[src/rtl/ifill_resp.sv]
// rtl/ifill_resp.sv - L1 I-cache refill responder: fetches a line as sequential beats and returns it.
// Optional one-entry line buffer enabled by defining IFILL_LBUF_EN.
module ifill_resp #(
    parameter int BLK_LEN = 59,
    parameter int LINE    = 256,
    parameter int BEAT    = 64
) (
    input  logic               clk,
    input  logic               rst_n,
    input  logic [BLK_LEN-1:0] b_addr_i,
    input  logic               b_rd_i,
    output logic [LINE-1:0]    b_data_i,
    output logic               b_dv_i,
    output logic [63:0]        m_addr,
    output logic               m_rd,
    input  logic [BEAT-1:0]    m_data,
    input  logic               m_dv
);

    localparam int N  = LINE / BEAT;
    localparam int CW = $clog2(N);
    localparam int OW = $clog2(BEAT / 8);

    localparam logic [2:0] S_IDLE = 3'd0;
    localparam logic [2:0] S_ADDR = 3'd1;
    localparam logic [2:0] S_BEAT = 3'd2;
    localparam logic [2:0] S_RESP = 3'd3;
    localparam logic [2:0] S_WAIT = 3'd4;

    logic [2:0]    state;
    logic [CW-1:0] cnt;
    logic          last;
    logic          hit;

    assign last   = (cnt == CW'(N - 1));
    assign m_rd   = (state == S_BEAT);
    assign b_dv_i = (state == S_RESP) && b_rd_i;

`ifdef IFILL_LBUF_EN
    logic [BLK_LEN-1:0] blk;
    logic [BLK_LEN-1:0] lb_tag;
    logic               lb_v;

    assign hit = lb_v && (b_addr_i == lb_tag);

    // The line data lives in b_data_i, so the entry is invalid while a miss overwrites it.
    always_ff @(posedge clk) begin
        if (!rst_n) begin
            blk    <= '0;
            lb_tag <= '0;
            lb_v   <= 1'b0;
        end else begin
            if (state == S_ADDR) begin
                blk <= b_addr_i;
                if (!hit) begin
                    lb_v <= 1'b0;
                end
            end
            if (state == S_BEAT && m_dv && last) begin
                lb_tag <= blk;
                lb_v   <= 1'b1;
            end
        end
    end
`else
    assign hit = 1'b0;
`endif

    always_ff @(posedge clk) begin
        if (!rst_n) begin
            state    <= S_IDLE;
            cnt      <= '0;
            m_addr   <= '0;
            b_data_i <= '0;
        end else begin
            case (state)
                S_IDLE: begin
                    if (b_rd_i) begin
                        state <= S_ADDR;
                    end
                end
                S_ADDR: begin
                    cnt    <= '0;
                    m_addr <= 64'({b_addr_i, {CW{1'b0}}, {OW{1'b0}}});
                    state  <= hit ? S_RESP : S_BEAT;
                end
                S_BEAT: begin
                    if (m_dv) begin
                        b_data_i[BEAT*cnt +: BEAT] <= m_data;
                        cnt    <= cnt + 1'b1;
                        m_addr <= m_addr + 64'(BEAT / 8);
                        if (last) begin
                            state <= S_RESP;
                        end
                    end
                end
                S_RESP: begin
                    state <= S_WAIT;
                end
                S_WAIT: begin
                    // Hold here until the L1 releases the request so it is served once.
                    if (!b_rd_i) begin
                        state <= S_IDLE;
                    end
                end
                default: begin
                    state <= S_IDLE;
                end
            endcase
        end
    end

endmodule

[config.mk]
export PLATFORM = sky130hd
export DESIGN_NAME = ifill_resp
export DESIGN_NICKNAME = d
export VERILOG_FILES = /design/src/rtl/ifill_resp.sv
export SDC_FILE = /design/constraint.sdc
export NUM_CORES = 1
export LEC_CHECK = 0
export ABC_AREA = 0
export CAP_MARGIN = 20
export CORE_MARGIN = 2
export CORE_UTILIZATION = 42
export DETAILED_ROUTE_END_ITERATION = 10
export PLACE_DENSITY = 0.83
export SKIP_CTS_REPAIR_TIMING = 1
export SLEW_MARGIN = 20
export SYNTH_ARGS = -nofsm -noshare
export SYNTH_HDL_FRONTEND = slang
export SYNTH_SLANG_ARGS = --single-unit
[constraint.sdc]
create_clock -name clk -period 2.05 [get_ports clk]
set_input_delay 0.41 -clock clk [delete_from_list [all_inputs] [get_ports clk]]
set_output_delay 0.41 -clock clk [all_outputs]
set_load 0.01 [all_outputs]
==> impl_metrics.toml <==
[status]
status = "finished, violations left"
violations = "negative setup slack"

[place]
dpl_cell_area_sq_um = 20000
gp_congestion = 0.990
port_buffers = 445
post-place-ws_ns = -0.321
dp.cells = 2680
dp_hpwl_um = 41100

[clocking]
cts_buffers = 35
cts_root_buf = "clkbuf_16"
clk_pin_slew_ns = 0.07
cts.sinks = 322
cts_tree = "yes"
htreeDepth = 2
clk_latency_ns = 0.53
clockBufferDepth = 3

[sta]
timing.fmax_ghz = 0.452
finalCritPeriodShare = 1.08
slew_headroom = 0.521
setup_viol = 7
setup_ws_ns = -0.161
setup_tns_ns = -0.436
finalCriticalPeriod_ns = 2.21
hold_viol = 0
hold-worst-slack_ns = 0.375
finalMaxSlewViolations = 0
worst_pin_slew_ns = 0.718
grt_setup_unrepaired = "yes"
skew_ns = 0.0222

[final_layout]
stdcell_area_sq_um = 21600
syn2layout_area_growth_pct = 56.7
nets = 2425
drive_gt1_frac = 0.158
fin_util = 0.666
layout.cells.non_filler = 2761

[floorplan]
die_h_um = 185
core_sq_um = 32500
rows = 66
initial_core_util = 0.425
die-area_sq_um = 34300
io_pins = 449
die_w_um = 185

[route]
drc = 0
wirelength_um = 58700
avgRoutedWirePerCell_um = 21.3
ant_nets = 0
vias = 16251
via_per_inst = 5.89
dr.pass1.iters = 7
drt_iter0_drc = 1751

[power_and_ir_drop]
pwr-share-seq = 0.441
total_power_mw = 14.9
p_sw_frac = 0.268
ir_drop_uv = 616
pwr-share-clk = 0.414
power.density_nw_per_um2 = 688
internal-power_mw = 10.9
pwr-share-comb = 0.145
switching_power_mw = 3.99
p_leak_nw = 7.76

[hold_path]
hold_end = "cnt[1]"
worstHoldPathType = "input pin to flop"
min_path_cells = 2
hp-start = "rst_n"

[global_route]
grt-ovfl-total = 0
grt_pass1_vias = 15024
grt_usage = 0.323
antenna_found_initial = 2
grt_max_degree = 163
grt_pass1_wl_um = 86500

[synth]
yosys.area.top_type = "dfxtp_1"
synth-main-ff-cell = "dfxtp_1"
netlist_area_sq_um = 13800
syn_area_per_cell_sq_um = 7.84
synth_common_cells = "327 x nand2_1, 322 x dfxtp_1, 310 x nand3_1, 260 x a21oi_1, 129 x clkbuf_1"
ys_ff_latch = 322
yosys_warnings = 0
synthCells = 1759
synthTopCellsByArea = "dfxtp_1 47%, nand3_1 11%, a21oi_1 9.4%, nand2_1 8.9%, clkbuf_1 3.5%"
synthMostInstantiatedCell = "nand2_1"
synth-edff-count = 0
yosysUniqueCellTypes = 69
synthArstFlopShare = 0
yosysTopAreaCellShare = 0.468
ys_seq_area_frac = 0.468

[worst_setup_path]
crit_path_end_kind = "flop"
crit_type = "flop to flop"
r2r-end = "m_addr[56]"
start_kind = "flop"
cp.arrival_ns = 2.64
r2r_start = "m_addr[16]"
reg2reg_slack_ns = -0.16
cpMostUsedCell = "or4_4"
crit_chain = "nand4_4 -> or4_4 -> nor4_4 -> nand4_2 -> or4_4 -> a41oi_2"
critPathSlowestCell = "or4_4"
crit_family = "simple AND/OR/NAND/NOR gates"
cp_max_fo = 4
rr_worst_depth = 6
worst-path-buf-inv = 0
cp.required_ns = 2.48
cpPeakStageDelay_ns = 0.52

[run]
drv_cap = 0
==> final cells by class <==
type                    count  area, sq um
fillers                  2584        10900
well taps                 442          553
multi-input cells        1279         7050
repair buffers            643         6330
diodes                      1         2.50
flip-flops and latches    322         6510
clock buffers              52         1010
inverters                  11         51.3
clock inverters            11          104
==> registers in the layout (all words and copies together) (netlist names) <==
register,count
b_data_i,256
m_addr,61
state,3
cnt,2
==> logic make-up after synthesis <==
logic type | after synthesis | share of synthesized area
other | 1 | 0.000272
AO/OA/AOI/OAI | 422 | 0.181
adder cells (fa/ha/maj) | 6 | 0.00544
XOR/XNOR | 1 | 0.000635
buffers and inverters | 160 | 0.0484
flip-flops | 322 | 0.468
multiplexers | 8 | 0.00635
AND/OR/NAND/NOR | 839 | 0.290
==> power by group through the flow <==
stage | registers [mW] | logic, mW | clock network, mW
after global routing | 6.57 | 2.27 | 6.48
final | 6.56 | 2.16 | 6.15
after detailed placement | 6.68 | 2.07 | 0
after global placement | 6.67 | 2.04 | 0
after CTS | 6.54 | 2.08 | 6.21
after floorplan | 6.78 | 0.741 | 0
==> routing by layer <==
layer / share of wire / global-route usage / vias to the layer above
met4: 0.069 / 0.209 / 2
li1: - / - / 7304
met3: 0.10 / 0.0669 / 256
met2: 0.46 / 0.507 / 1099
met1: 0.37 / 0.403 / 7590
met5: 0.00012 / 0 / -
==> worst max path at each step <==
stage	from	to	slack, ns	cells past startpoint
CTS	state[0]	m_rd	-0.37	4
global route	m_addr[6]	m_addr[40]	-0.21	6
global placement	m_dv	m_addr[36]	-0.26	8
finish	m_addr[16]	m_addr[56]	-0.16	6
detailed placement	m_dv	m_addr[36]	-0.32	8
floorplan	m_addr[3]	m_addr[56]	-0.09	6
==> layout by cell type, fill, tap and decap left out, types with 13 or more instances in the layout <==
cell,count
nor3_1,17
nand2_1,321
nand4_1,26
nor2_1,56
a22oi_1,13
dfxtp_1,294
clkbuf_16,36
buf_12,24
buf_4,161
and3_1,17
dfxtp_2,18
and2_1,15
a21boi_0,31
nand3_1,303
clkdlybuf4s50_1,432
a21oi_1,260
o21ai_0,31
(Power assumes the default switching activity.)
